==> src/rtl/sd_pkg.sv <==
// Shared definitions for the SD card SPI-mode initialisation controller:
// timing defaults, state encodings and fixed command frames.
package sd_pkg;

  localparam int unsigned DEF_CLK_DIV       = 2;
  localparam int unsigned DEF_TIMEOUT_BYTES = 8;
  localparam int unsigned DEF_DUMMY_CLKS    = 80;

  // Slot counter covers max(DUMMY_CLKS, TIMEOUT_BYTES*8) up to 256.
  localparam int CNT_W = 8;
  localparam int DIV_W = 8;

  localparam logic [47:0] FRAME_CMD0   = 48'h40_00000000_95;
  localparam logic [47:0] FRAME_CMD8   = 48'h48_000001AA_87;
  localparam logic [47:0] FRAME_CMD55  = 48'h77_00000000_FF;
  localparam logic [47:0] FRAME_ACMD41 = 48'h69_40000000_FF;

  localparam logic [7:0] R1_READY      = 8'h00;
  localparam logic [7:0] R1_IDLE       = 8'h01;
  localparam logic [7:0] CHECK_PATTERN = 8'hAA;

  typedef enum logic [3:0] {
    IDLE     = 4'd0,
    DUMMY    = 4'd1,
    CMD0     = 4'd2,
    R_CMD0   = 4'd3,
    CMD8     = 4'd4,
    R_CMD8   = 4'd5,
    CMD55    = 4'd6,
    R_CMD55  = 4'd7,
    ACMD41   = 4'd8,
    R_ACMD41 = 4'd9,
    DONE     = 4'd10
  } sd_state_t;

  typedef enum logic [2:0] {
    PH_SHIFT = 3'd0,
    PH_WAIT  = 3'd1,
    PH_R1    = 3'd2,
    PH_TAIL  = 3'd3,
    PH_GAP   = 3'd4
  } sd_phase_t;

  function automatic logic [47:0] cmd_frame(input sd_state_t s);
    case (s)
      CMD0:    return FRAME_CMD0;
      CMD8:    return FRAME_CMD8;
      CMD55:   return FRAME_CMD55;
      ACMD41:  return FRAME_ACMD41;
      default: return '1;
    endcase
  endfunction

  function automatic sd_state_t rsp_of(input sd_state_t s);
    case (s)
      CMD0:    return R_CMD0;
      CMD8:    return R_CMD8;
      CMD55:   return R_CMD55;
      ACMD41:  return R_ACMD41;
      default: return s;
    endcase
  endfunction

  function automatic sd_state_t cmd_of(input sd_state_t s);
    case (s)
      R_CMD0:   return CMD0;
      R_CMD8:   return CMD8;
      R_CMD55:  return CMD55;
      R_ACMD41: return ACMD41;
      default:  return s;
    endcase
  endfunction

endpackage

==> src/rtl/sd_initial.sv <==
// SD SPI-mode initialisation engine: SPI clock divider, command shifter,
// response capture and the init sequencing FSM.
//
// state    | meaning
// IDLE     | one cycle after reset, then start dummy clocks
// DUMMY    | DUMMY_CLKS SPI clocks with MOSI high
// CMDx     | shift out the 48-bit frame of command x
// R_CMDx   | wait for R1 start bit, read R1 (+32 bits for CMD8), 8 gap clocks
// DONE     | card ready, SPI clock stopped
module sd_initial
  import sd_pkg::*;
#(
  parameter int unsigned CLK_DIV       = DEF_CLK_DIV,
  parameter int unsigned TIMEOUT_BYTES = DEF_TIMEOUT_BYTES,
  parameter int unsigned DUMMY_CLKS    = DEF_DUMMY_CLKS
) (
  input  logic clk,
  input  logic rst_n,
  output logic sd_ck,
  output logic sd_mosi,
  input  logic sd_miso,
  output logic init_done
);

  localparam logic [DIV_W-1:0] DIV_RELOAD = DIV_W'(CLK_DIV - 1);
  localparam logic [CNT_W-1:0] DUMMY_LAST = CNT_W'(DUMMY_CLKS - 1);
  localparam logic [CNT_W-1:0] WAIT_LAST  = CNT_W'(TIMEOUT_BYTES * 8 - 1);
  localparam logic [CNT_W-1:0] FRAME_LAST = CNT_W'(47);
  localparam logic [CNT_W-1:0] R1_LAST    = CNT_W'(6);
  localparam logic [CNT_W-1:0] TAIL_LAST  = CNT_W'(31);
  localparam logic [CNT_W-1:0] GAP_LAST   = CNT_W'(7);

  sd_state_t        state, state_nxt, resp_next;
  sd_phase_t        phase, phase_nxt;
  logic [CNT_W-1:0] cnt, cnt_nxt;
  logic [DIV_W-1:0] div_cnt;
  logic             sck, miso_smp;
  logic [47:0]      tx_sr;
  logic [7:0]       r1, tail;
  logic             frame_ld, active, tick, sck_rise, slot_end;

  // One SPI bit slot = CLK_DIV clocks low then CLK_DIV clocks high.
  assign active   = (state != IDLE) && (state != DONE);
  assign tick     = active && (div_cnt == '0);
  assign sck_rise = tick && !sck;
  assign slot_end = tick && sck;

  assign sd_ck     = sck;
  assign sd_mosi   = (phase == PH_SHIFT) ? tx_sr[47] : 1'b1;
  assign init_done = (state == DONE);

  always_ff @(posedge clk or posedge rst_n) begin
    if (rst_n) begin
      div_cnt <= '0;
      sck     <= 1'b0;
    end else if (!active) begin
      div_cnt <= DIV_RELOAD;
      sck     <= 1'b0;
    end else if (tick) begin
      div_cnt <= DIV_RELOAD;
      sck     <= ~sck;
    end else begin
      div_cnt <= div_cnt - DIV_W'(1);
    end
  end

  always_ff @(posedge clk or posedge rst_n) begin
    if (rst_n) begin
      state <= IDLE;
      phase <= PH_GAP;
      cnt   <= '0;
    end else begin
      state <= state_nxt;
      phase <= phase_nxt;
      cnt   <= cnt_nxt;
    end
  end

  always_ff @(posedge clk or posedge rst_n) begin
    if (rst_n) begin
      tx_sr    <= '0;
      r1       <= '0;
      tail     <= '0;
      miso_smp <= 1'b0;
    end else begin
      if (sck_rise) miso_smp <= sd_miso;
      if (frame_ld) tx_sr <= cmd_frame(state_nxt);
      else if (slot_end && phase == PH_SHIFT) tx_sr <= {tx_sr[46:0], 1'b1};
      if (slot_end && (phase == PH_WAIT || phase == PH_R1)) r1 <= {r1[6:0], miso_smp};
      if (slot_end && phase == PH_TAIL) tail <= {tail[6:0], miso_smp};
    end
  end

  always_comb begin
    resp_next = state;
    case (state)
      R_CMD0:   resp_next = (r1 == R1_IDLE) ? CMD8 : CMD0;
      R_CMD8:   resp_next = (r1 == R1_IDLE && tail == CHECK_PATTERN) ? CMD55 : CMD0;
      R_CMD55:  resp_next = ACMD41;
      R_ACMD41: resp_next = (r1 == R1_READY) ? DONE :
                            (r1 == R1_IDLE)  ? CMD55 : CMD0;
      default:  resp_next = state;
    endcase
  end

  always_comb begin
    state_nxt = state;
    phase_nxt = phase;
    cnt_nxt   = cnt;
    frame_ld  = 1'b0;
    case (state)
      IDLE: begin
        state_nxt = DUMMY;
        phase_nxt = PH_GAP;
        cnt_nxt   = DUMMY_LAST;
      end
      DUMMY: begin
        if (slot_end) begin
          if (cnt == '0) begin
            state_nxt = CMD0;
            phase_nxt = PH_SHIFT;
            cnt_nxt   = FRAME_LAST;
            frame_ld  = 1'b1;
          end else begin
            cnt_nxt = cnt - CNT_W'(1);
          end
        end
      end
      CMD0, CMD8, CMD55, ACMD41: begin
        if (slot_end) begin
          if (cnt == '0) begin
            state_nxt = rsp_of(state);
            phase_nxt = PH_WAIT;
            cnt_nxt   = WAIT_LAST;
          end else begin
            cnt_nxt = cnt - CNT_W'(1);
          end
        end
      end
      R_CMD0, R_CMD8, R_CMD55, R_ACMD41: begin
        if (slot_end) begin
          case (phase)
            PH_WAIT: begin
              if (!miso_smp) begin
                phase_nxt = PH_R1;
                cnt_nxt   = R1_LAST;
              end else if (cnt == '0) begin
                // No start bit seen: resend the same command straight away.
                state_nxt = cmd_of(state);
                phase_nxt = PH_SHIFT;
                cnt_nxt   = FRAME_LAST;
                frame_ld  = 1'b1;
              end else begin
                cnt_nxt = cnt - CNT_W'(1);
              end
            end
            PH_R1: begin
              if (cnt == '0) begin
                phase_nxt = (state == R_CMD8) ? PH_TAIL : PH_GAP;
                cnt_nxt   = (state == R_CMD8) ? TAIL_LAST : GAP_LAST;
              end else begin
                cnt_nxt = cnt - CNT_W'(1);
              end
            end
            PH_TAIL: begin
              if (cnt == '0) begin
                phase_nxt = PH_GAP;
                cnt_nxt   = GAP_LAST;
              end else begin
                cnt_nxt = cnt - CNT_W'(1);
              end
            end
            PH_GAP: begin
              if (cnt == '0) begin
                state_nxt = resp_next;
                if (resp_next != DONE) begin
                  phase_nxt = PH_SHIFT;
                  cnt_nxt   = FRAME_LAST;
                  frame_ld  = 1'b1;
                end
              end else begin
                cnt_nxt = cnt - CNT_W'(1);
              end
            end
            default: phase_nxt = PH_GAP;
          endcase
        end
      end
      DONE: begin
        state_nxt = DONE;
        phase_nxt = PH_GAP;
      end
      default: begin
        state_nxt = IDLE;
        phase_nxt = PH_GAP;
        cnt_nxt   = '0;
      end
    endcase
  end

endmodule

==> src/rtl/sd_ctrl_top.sv <==
// SD card SPI-mode initialisation controller top: wraps the sequencing engine.
module sd_ctrl_top
  import sd_pkg::*;
#(
  parameter int unsigned CLK_DIV       = DEF_CLK_DIV,
  parameter int unsigned TIMEOUT_BYTES = DEF_TIMEOUT_BYTES,
  parameter int unsigned DUMMY_CLKS    = DEF_DUMMY_CLKS
) (
  input  logic clk,
  input  logic rst_n,
  output logic SD_CK,
  output logic SD_MOSI,
  input  logic SD_MISO,
  output logic init_done
);

  sd_initial #(
    .CLK_DIV       (CLK_DIV),
    .TIMEOUT_BYTES (TIMEOUT_BYTES),
    .DUMMY_CLKS    (DUMMY_CLKS)
  ) sd_initial (
    .clk       (clk),
    .rst_n     (rst_n),
    .sd_ck     (SD_CK),
    .sd_mosi   (SD_MOSI),
    .sd_miso   (SD_MISO),
    .init_done (init_done)
  );

endmodule

==> config.mk <==
export PLATFORM = sky130hd
export DESIGN_NAME = sd_ctrl_top
export DESIGN_NICKNAME = d
export VERILOG_FILES = /design/src/rtl/sd_pkg.sv /design/src/rtl/sd_initial.sv /design/src/rtl/sd_ctrl_top.sv
export SDC_FILE = /design/constraint.sdc
export NUM_CORES = 1
export LEC_CHECK = 0
export BUFFER_PORTS_ARGS = -buffer_cell sky130_fd_sc_hd__buf_2
export CORE_UTILIZATION = 65
export DETAILED_ROUTE_END_ITERATION = 8
export PLACE_DENSITY = 0.82
export SLEW_MARGIN = 20
export SYNTH_ARGS = -nofsm -noshare
export SYNTH_HDL_FRONTEND = slang
export SYNTH_HIERARCHICAL = 1
export SYNTH_SLANG_ARGS = --single-unit
export TNS_END_PERCENT = 5
==> constraint.sdc <==
create_clock -name clk -period 7.86 [get_ports clk]
set_input_delay 1.572 -clock clk [delete_from_list [all_inputs] [get_ports clk]]
set_output_delay 1.572 -clock clk [all_outputs]
set_load 0.05 [all_outputs]
==> results of run 1 <==
-- layout by cell type, fill, tap and decap left out, drive strengths merged, types with 3 or more instances in the layout --
master  instances
nor4            5
mux2i           3
nor2           22
and3           11
o211ai          4
a211oi          7
a31oi          14
xnor2           5
o311ai          4
o21a            5
inv            17
nand2b          7
and2            3
a21o            4
nor3           15
xor2            3
mux2           16
nor2b           3
or3             4
ha              3
dfrtp          88
buf             9
bufinv          3
a21oi          49
o31ai           3
nand2         107
nor4bb          4
o21ai          19
nand3          19
clkbuf          9
-- final cells by class --
| class | instances | area (um^2) | share of cell area [%] |
|---|---|---|---|
| well taps | 96 | 120.1 | 2.385 |
| flip-flops and latches | 89 | 2228 | 44.25 |
| clock buffers | 9 | 123.9 | 2.460 |
| clock inverters | 7 | 123.9 | 2.460 |
| multi-input cells | 378 | 2323 | 46.14 |
| repair buffers | 9 | 58.81 | 1.168 |
| inverters | 15 | 57.56 | 1.143 |
-- layer usage --
metal	vias to the layer above	track usage (%)	share of wire, %
met5	-	0	0
met4	0	8.048	1.1
met3	14	6.786	4.8
met2	111	44.96	50
met1	1861	37.38	44
li1	1809	-	-
-- how the worst min path moves through the flow --
stage	startpoint	end	slack, ns	depth (start not counted)
global route	sd_initial/tx_sr[0]$_DFFE_PP0P_	sd_initial/tx_sr[0]$_DFFE_PP0P_	0.49	1
global placement	sd_initial/tx_sr[0]$_DFFE_PP0P_	sd_initial/tx_sr[0]$_DFFE_PP0P_	0.46	1
CTS	sd_initial/tx_sr[0]$_DFFE_PP0P_	sd_initial/tx_sr[0]$_DFFE_PP0P_	0.48	1
detailed placement	sd_initial/tx_sr[0]$_DFFE_PP0P_	sd_initial/tx_sr[0]$_DFFE_PP0P_	0.45	1
finish	sd_initial/tx_sr[0]$_DFFE_PP0P_	sd_initial/tx_sr[0]$_DFFE_PP0P_	0.48	1
floorplan	sd_initial/tx_sr[0]$_DFFE_PP0P_	sd_initial/tx_sr[0]$_DFFE_PP0P_	0.44	1
-- cells in the mapped netlist (all sizes together) (4+ instances only) --
cell type and instances:
nand2 107, nor4bb 4, a211oi 7, o211ai 4, nand2b 7, nand3 19
inv 15, nor2 22, buf 17, a31oi 14, o21a 5, o311ai 4
or3 4, nor4 5, o21ai 19, a21o 4, mux2 16, and3 11
clkbuf 16, dfrtp 88, a21oi 49, nor3 15, xnor2 5
-- where the power goes --
group,switching [uW],internal [uW]
registers,0.327,458
clock network,172,214
logic,9.23,1.04
total,181,673
-- cell families after synthesis --
logic type	count (synthesis)
buffers and inverters	48
DFF	89
adders and majority gates	3
muxes	19
and+or+nand+nor	214
xor gates and xnor gates	8
AOI/OAI and AO/OA	134
-- flip-flops by register name (all words and copies together) (netlist names) --
register,cells
sd_initial/tail,8
sd_initial/tx_sr,48
sd_initial/r1,8
sd_initial/sd_ck,1
sd_initial/cnt,8
sd_initial/phase,3
sd_initial/div_cnt,8
sd_initial/state,4
sd_initial/miso_smp,1
-- stage by stage --
step,std cells,hold WS [ns]
6_report,603,0.4809
5_1_grt,603,0.4946
4_1_cts,603,0.4785
3_5_place_dp,587,0.4549
3_3_place_gp,587,0.4562
2_1_floorplan,515,0.4389
-- critical path, delay by kind of cell, from the launching register on --
kind | cells | cell delay, ns
buffers and inverters | 2 | 0.56
flip-flops | 1 | 0.66
AND/OR/NAND/NOR | 2 | 0.34
==> run metrics, run 1 <==
outcome finished clean; share of cells above drive strength 1 13.21%; CTS Buffer Depth 2; #FFs+latches synth 89; ant diodes 0; hold_buf cts 0; initial antenna violation count 0; r2r endpoint sd_initial/tx_sr[5]$_DFFE_PP0P_; sequential fraction of the synthesis area 46.75%; largest area contributor in the netlist dfrtp_1; area grow syn2layout 5.643%; Placement Rows 30; Worst Path Max Fanout 25; TritonCTS clock tree done; CP endpoint init_done; final core utilization 72.52%; Via Count 3795; Design Area, Final 0.005036 mm^2; dpl cell area 0.004785 mm^2; Sink Count 89; DRT antenna net count 0; setup bufs post-CTS 0; fraction of registers with async set/reset 100.0%; IO Pins 6; Starting Density 68.65%; min Tclk post-route 3.505 ns; syn_nets 521; Worst Slack Setup Final 4.355 ns; power after layout 854.3 uW; top cells by area, synth dfrtp_1, nand2_1, a21oi_1; average wire per standard cell 16.15 um; endpoint class of the critical path output port; Die H 87.64 um; Yosys cell types 75; Synth top area share 46.19%; worst r2r src sd_initial/div_cnt[0]$_DFF_PP0_; Worst IR Drop VDD 0.1282 mV; Max stage delay on crit path 0.66 ns; RSZ-0062 raised after global routing no; Top FF cell, synth dfrtp_1; Core Area 0.006944 mm^2; DRC errors left 0; Slowest cell on crit path dfrtp_1; Reg2Reg Setup Slack 4.65 ns; Num CTS Buffers 9; critical path, cell by cell inv_1, nand2_1, nor2_1, buf_2; H-tree depth 3; synth warn 6; port buffer count 5; Worst-Skew Late Latency 0.37 ns; total global routing overflow 0; Critical Path RT 6.29 ns; maxcap violations 0; global placement routability congestion 0.9332; Cells after Synth 515; critical path data arrival time 1.93 ns; Syn Std Cell Area 0.004767 mm^2; critical path type reg2out; Total Wirelength 9.739 mm; xor/xnor share of the synthesized area 1.470%; die area 0.007681 mm^2; DP Wirelength 6.329 mm; average vias per placed instance 6.294; largest family of logic cells by synthesized area simple AND/OR/NAND/NOR gates; CP startpoint sd_initial/state[0]$_DFF_PP0_; Post-synth EDFFs 0; PwrDens 169.6 mW/mm^2; FMAX 0.2853 GHz; pre-CTS setup slack 4.711 ns; mean area per synthesized cell 9.256 um^2; die width 87.64 um; Synth Area in Compound Gates 19.61%; Tot GR Track Use 27.74%; mux share of post-synthesis cell area 4.409%; slew margin rel. 41.29%; vias in the first global route 3571; adder-cell area share of the yosys netlist 0.7874%; Setup crit start kind register; Lkg Pwr 0.002253 uW; setup_tns 0 ns; Final Hold Vio Count 0; total iterations of the first detailed-routing run 5; Clock Pin Slew Worst Setup and Hold Paths 0.09 ns; clock root cell clkbuf_8; global-route wire length before repair 16.61 mm; Synth Area in Simple Gates 22.23%; largest net degree at the start of global routing 90; 1st-iter DRT viols 388; Period Utilization, post-route 44.59%; Reg2Reg Depth 8; post-cts sizing count 0; Fill cells 514; Finish-stage setup viols 0; Hold Crit Class reg2reg; pins over their slew limit 0; Clock Skew 0.01091 ns; Worst Tran Pin Value 0.8585 ns; Final #Nets 508
Power figures use the tool's default switching activity.
==> inputs of run 2 (changes only) <==
--- a/config.mk
+++ b/config.mk
@@ -6,9 +6,9 @@
 export NUM_CORES = 1
 export LEC_CHECK = 0
 export BUFFER_PORTS_ARGS = -buffer_cell sky130_fd_sc_hd__buf_2
-export CORE_UTILIZATION = 65
+export CORE_UTILIZATION = 63
 export DETAILED_ROUTE_END_ITERATION = 8
-export PLACE_DENSITY = 0.82
+export PLACE_DENSITY = 0.8
 export SLEW_MARGIN = 20
 export SYNTH_ARGS = -nofsm -noshare
 export SYNTH_HDL_FRONTEND = slang
==> constraint.sdc (replaced) <==
create_clock -name clk -period 3.4 [get_ports clk]
set_input_delay 0.68 -clock clk [delete_from_list [all_inputs] [get_ports clk]]
set_output_delay 0.68 -clock clk [all_outputs]
set_load 0.05 [all_outputs]
==> run 2 against run 1 <==
Clock skew down 0.0019 ns. Cell count grew 1.5%. Combinational power increased by 150%. Clock-buffer cell count unchanged. Wire length is 3.0% higher. Clock power increased by 110%. Hold slack worse by 0.084 ns. Largest power group unchanged. Power up 120%. Register-to-register slack lost 4.3 ns. Sequential power up 130%. Sequential share of layout area decreased by 0.31 points.
==> run metrics, run 2 (same netlist as run 1, synthesis figures left out) <==
critical path data arrival time 3.34 ns (was 1.93 ns); outcome finished clean (unchanged); max FFs per register 48 (unchanged); Starting Density 65.37% (was 68.65%); Setup crit start kind register (unchanged); port buffer count 5 (unchanged); Total Wirelength 10.03 mm (was 9.739 mm); Worst Path Max Fanout 25 (unchanged); DP Wirelength 6.742 mm (was 6.329 mm); average wire per standard cell 16.39 um (was 16.15 um); Hold Crit Class in2async (was reg2reg); endpoint class of the critical path register (was output port); pins over their slew limit 0 (unchanged); DRC errors left 0 (unchanged); most common cell after layout, fill and taps aside nand2_1 (unchanged); post-cts sizing count 0 (unchanged); 1st-iter DRT viols 409 (was 388); largest net degree at the start of global routing 51 (was 90); Seq. cell area 0.002228 mm^2 (unchanged); Finish-stage setup viols 0 (unchanged); total iterations of the first detailed-routing run 5 (unchanged); power after layout 1912 uW (was 854.3 uW); Via Count 3840 (was 3795); Worst-Skew Late Latency 0.37 ns (about the same); Core Area 0.007292 mm^2 (was 0.006944 mm^2); clock root cell clkbuf_8 (unchanged); Worst IR Drop VDD 0.2714 mV (was 0.1282 mV); global-route wire length before repair 16.45 mm (was 16.61 mm); Placed Cells incl. Taps 596 (was 587); share of cells above drive strength 1 14.23% (was 13.21%); setup_tns 0 ns (unchanged); TritonCTS clock tree done (unchanged); ant diodes 0 (unchanged); critical path type reg2reg (was reg2out); die width 88.99 um (was 87.64 um); H-tree depth 3 (unchanged); initial antenna violation count 0 (unchanged); met2 wire length 4.783 mm (was 4.895 mm); Worst Tran Pin Value 0.9326 ns (was 0.8585 ns); Clock Skew 0.009061 ns (was 0.01091 ns); slew margin rel. 36.22% (was 41.29%); Lkg Pwr 0.002276 uW (was 0.002253 uW); met3 wire length 543 um (was 470 um); IO Pins 6 (unchanged); vias in the first global route 3526 (was 3571); global placement routability congestion 0.9151 (was 0.9332); hold_buf cts 0 (unchanged); Multi-input gate area 0.002323 mm^2 (unchanged); Period Utilization, post-route 90.36%; RSZ-0062 raised after global routing no (unchanged); DR top layer met4 (unchanged); Cell Count, Final, Fillers Out 612 (was 603); DRT antenna net count 0 (unchanged); pre-CTS setup slack 0.4455 ns (was 4.711 ns); average vias per placed instance 6.275 (was 6.294); Placement Rows 31 (was 30); final hold slack 0.3966 ns (was 0.4809 ns); min Tclk post-route 3.072 ns; CTS Buffer Depth 2 (unchanged); total global routing overflow 0 (unchanged); Worst Slack Setup Final 0.3279 ns (was 4.355 ns); maxcap violations 0 (unchanged); FMAX 0.3255 GHz; Critical Path RT 3.67 ns (was 6.29 ns); setup bufs post-CTS 0 (unchanged); Final Hold Vio Count 0 (unchanged); Clock Pin Slew Worst Setup and Hold Paths 0.10 ns (was 0.09 ns); die area 0.007918 mm^2 (was 0.007681 mm^2); area grow syn2layout 6.378% (was 5.643%); Fill cells 571 (was 514); Die H 88.99 um (was 87.64 um); Final #Nets 514 (was 508); most frequent cells in the layout nand2_1, dfrtp_1, a21oi_1 (unchanged); Largest Register sd_initial/tx_sr (unchanged); PwrDens 376.9 mW/mm^2 (was 169.6 mW/mm^2); Tot GR Track Use 27.41% (was 27.74%); Num CTS Buffers 9 (unchanged); Sink Count 89 (unchanged); Metal-1 WL 4.459 mm (was 4.268 mm)
[run 2: final timing paths]
kind	start	end	slack, ns	depth (start not counted)
setup / recovery	sd_initial/state[0]$_DFF_PP0_	sd_initial/tx_sr[6]$_DFFE_PP0P_	0.33	7
hold / removal	rst_n	sd_initial/tail[4]$_DFFE_PP0P_	0.40	2
setup reg to reg	sd_initial/state[0]$_DFF_PP0_	sd_initial/tx_sr[6]$_DFFE_PP0P_	0.33	7
hold reg to reg	sd_initial/tx_sr[0]$_DFFE_PP0P_	sd_initial/tx_sr[0]$_DFFE_PP0P_	0.49	1
max in group asynchronous	rst_n	sd_initial/cnt[6]$_DFFE_PP0P_	2.32	3
min in group clk	sd_initial/tx_sr[0]$_DFFE_PP0P_	sd_initial/tx_sr[0]$_DFFE_PP0P_	0.49	1
[run 2: layout make-up]
cell class / instances / area share, %
Clock buffer: 9 / 2.443
Tap cell: 99 / 2.443
Inverter: 15 / 1.135
Timing Repair Buffer: 15 / 2.221
Clock inverter: 7 / 1.999
Multi-Input combinational cell: 378 / 45.82
Sequential cell: 89 / 43.94
[run 2: power by group]
group	switching [uW]	internal (uW)
combinational	21.8	3.66
clock	405	423
sequential	0.599	1060
[run 2: stage by stage]
step	cell area, um^2	util (%)
2_1_floorplan	4767	-
3_3_place_gp	4846	66.46
3_5_place_dp	4846	66.46
4_1_cts	5071	69.54
5_1_grt	5071	69.54
6_report	5071	69.54
[run 2: critical path, cell delays in order, from the launching register on]
cell and delay, ns:
dfrtp_1 0.83, nor4bb_1 0.35, nand4b_1 0.21, a211oi_2 0.51, a221o_1 0.41, buf_4 0.28, nor3_4 0.09, a211oi_1 0.29
[run 2: routing by layer]
layer	vias up	global-route usage [%]
met4	0	12.55
met2	139	42.66
met1	1852	37.16
li1	1824	-
met3	25	5.910
met5	-	0
==> inputs of run 3 (changes only) <==
--- a/config.mk
+++ b/config.mk
@@ -9,6 +9,7 @@
 export CORE_UTILIZATION = 63
 export DETAILED_ROUTE_END_ITERATION = 8
 export PLACE_DENSITY = 0.8
+export REMOVE_ABC_BUFFERS = 1
 export SLEW_MARGIN = 20
 export SYNTH_ARGS = -nofsm -noshare
 export SYNTH_HDL_FRONTEND = slang
==> run 3 against run 2 <==
Cell area up 0.37%. Wire length down 2.7%. Largest power group unchanged. Non-clock buffer count up 1. Via count down 0.29%. Highest routed layer unchanged.
==> run metrics, run 3 (same netlist as run 1, synthesis figures left out) <==
outcome finished clean (unchanged); Placement Rows 31 (unchanged); maxcap violations 0 (unchanged); switching share of total power 21.05% (was 22.34%); die area 0.007918 mm^2 (unchanged); IO Pins 6 (unchanged); Clock Skew 0.01098 ns (was 0.009061 ns); H-tree depth 3 (unchanged); port buffer count 5 (unchanged); Core Area 0.007292 mm^2 (unchanged); Total Wirelength 9.760 mm (was 10.03 mm); global-route wire length before repair 16.35 mm (was 16.45 mm); pins over their slew limit 0 (unchanged); ant diodes 0 (unchanged); slew margin rel. 41.52% (was 36.22%); Multi-input gate area 0.002323 mm^2 (unchanged); critical path, cell by cell inv_1, ha_1, nor3b_2, o311a_1, nand3_1, a221o_1, buf_4, nor3_4, a211oi_1 (was nor4bb_1, nand4b_1, a211oi_2, a221o_1, buf_4, nor3_4, a211oi_1); total global routing overflow 0 (unchanged); setup bufs post-CTS 0 (unchanged); TritonCTS clock tree done (unchanged); critical path type reg2reg (unchanged); Period Utilization, post-route 86.52% (was 90.36%); Fill cells 585 (was 571); Worst Tran Pin Value 0.8762 ns (was 0.9326 ns); most frequent cells in the layout nand2_1, dfrtp_1, a21oi_1 (unchanged); global placement routability congestion 0.9137 (was 0.9151); pre-CTS setup slack 0.4990 ns (was 0.4455 ns); Largest Register sd_initial/tx_sr (unchanged); sequential power share 55.0% (was 55.4%); Clock Pin Slew Worst Setup and Hold Paths 0.09 ns (was 0.10 ns); Final Hold Vio Count 0 (unchanged); Placed Cells incl. Taps 597 (was 596); vias in the first global route 3449 (was 3526); Worst-Skew Late Latency 0.35 ns (was 0.37 ns); Num CTS Buffers 9 (unchanged); clock root cell clkbuf_8 (unchanged); Via Count 3829 (was 3840); Worst Slack Setup Final 0.4582 ns (was 0.3279 ns); initial antenna violation count 0 (unchanged); Worst IR Drop VDD 0.2551 mV (was 0.2714 mV); most common cell after layout, fill and taps aside nand2_1 (unchanged); Seq. cell area 0.002228 mm^2 (unchanged); Die H 88.99 um (unchanged); total iterations of the first detailed-routing run 6 (was 5); min Tclk post-route 2.942 ns (was 3.072 ns); DRC errors left 0 (unchanged); Sink Count 89 (unchanged); Worst path depth 9 (was 7); Setup crit start kind register (unchanged); CP top delay family compound AO/OA/AOI/OAI gates (unchanged); Cell Count, Final, Fillers Out 613 (was 612); hold_buf cts 0 (unchanged); Comb power frac 1.3% (about the same); post-cts sizing count 0 (unchanged); endpoint class of the critical path register (unchanged); P_int 1520 uW (was 1485 uW); DRT antenna net count 0 (unchanged); Clock power frac 43.7% (was 43.3%); largest net degree at the start of global routing 52 (was 51); DP Wirelength 6.553 mm (was 6.742 mm); worst path buffer plus inverter count 2 (was 1); Hold Crit Class in2async (unchanged); Tot GR Track Use 26.56% (was 27.41%); average wire per standard cell 15.92 um (was 16.39 um); Slowest cell on crit path o311a_1 (was dfrtp_1); Critical Path RT 3.60 ns (was 3.67 ns); Starting Density 65.37% (unchanged); critical path data arrival time 3.15 ns (was 3.34 ns); PwrDens 378.3 mW/mm^2 (was 376.9 mW/mm^2); 1st-iter DRT viols 292 (was 409); FMAX 0.3399 GHz (was 0.3255 GHz); RSZ-0062 raised after global routing no (unchanged); share of cells above drive strength 1 14.40% (was 14.23%); average vias per placed instance 6.246 (was 6.275); Worst Path Max Fanout 18 (was 25); Reg2Reg Depth 9 (was 7); P_sw 405.3 uW (was 427.0 uW); Final #Nets 515 (was 514); setup_tns 0 ns (unchanged); die width 88.99 um (unchanged); Finish-stage setup viols 0 (unchanged); Max stage delay on crit path 0.48 ns (was 0.83 ns); max FFs per register 48 (unchanged); CTS Buffer Depth 2 (unchanged); area grow syn2layout 6.772% (was 6.378%); Lkg Pwr 0.002284 uW (was 0.002276 uW)
==> run 3: cell count changes in the layout (fill, tap and decap cells not counted) <==
cell / previous run / this run
buf_4: 9 / 10
clkbuf_8: 9 / 11
clkinv_2: 2 / 1
clkinv_4: 0 / 1
inv_6: 2 / 1
inv_8: 1 / 0
==> run 3: final timing paths <==
check / startpoint / endpoint / slack [ns]
max in group asynchronous: rst_n / sd_initial/tx_sr[38]$_DFFE_PP0P_ / 2.24
hold / removal: rst_n / sd_initial/tail[1]$_DFFE_PP0P_ / 0.47
setup / recovery: sd_initial/div_cnt[0]$_DFF_PP0_ / sd_initial/tx_sr[45]$_DFFE_PP0P_ / 0.46
min in group clk: sd_initial/tx_sr[0]$_DFFE_PP0P_ / sd_initial/tx_sr[0]$_DFFE_PP0P_ / 0.48
hold reg to reg: sd_initial/tx_sr[0]$_DFFE_PP0P_ / sd_initial/tx_sr[0]$_DFFE_PP0P_ / 0.48
setup reg to reg: sd_initial/div_cnt[0]$_DFF_PP0_ / sd_initial/tx_sr[45]$_DFFE_PP0P_ / 0.46
==> run 3: power groups by stage <==
stage / clock network (uW) / logic, uW / registers, uW
2_1_floorplan: 0 / 16.3 / 1080
3_3_place_gp: 0 / 26.4 / 1080
3_5_place_dp: 0 / 27.0 / 1080
4_1_cts: 855 / 27.0 / 1060
5_1_grt: 899 / 30.3 / 1060
6_report: 841 / 25.3 / 1060
==> run 3: metrics by stage <==
stage / utilization (%) / hold slack, ns / total power [uW] / area [um^2]
final: 69.80 / 0.4714 / 1926 / 5090
after floorplan: - / 0.4389 / 1096 / 4597
after global routing: 69.80 / 0.5044 / 1988 / 5090
after detailed placement: 66.56 / 0.4570 / 1107 / 4853
after CTS: 69.80 / 0.4812 / 1941 / 5090
after global placement: 66.56 / 0.4581 / 1107 / 4853
==> run 3: worst reg2reg max path, stage by stage, from the launching register on <==
cell and delay (ns):
dfrtp_1 0.41, inv_1 0.08, ha_1 0.18, nor3b_2 0.34
o311a_1 0.48, nand3_1 0.24, a221o_1 0.40, buf_4 0.24
nor3_4 0.31, a211oi_1 0.12
==> run 3: area by class of cell <==
class	count	area share [%]
Tap cell	99	2.434
Multi-Input combinational cell	378	45.65
Timing Repair Buffer	16	2.360
Inverter	15	1.131
Clock inverter	5	1.672
Sequential cell	89	43.78
Clock buffer	11	2.974
==> run 3: per-layer routing <==
layer | vias up | part of all wire (%) | track usage, %
li1 | 1836 | - | -
met1 | 1865 | 46 | 37.70
met2 | 113 | 49 | 41.96
met3 | 15 | 4.2 | 4.155
met4 | 0 | 1.1 | 9.091
met5 | - | 0 | 0
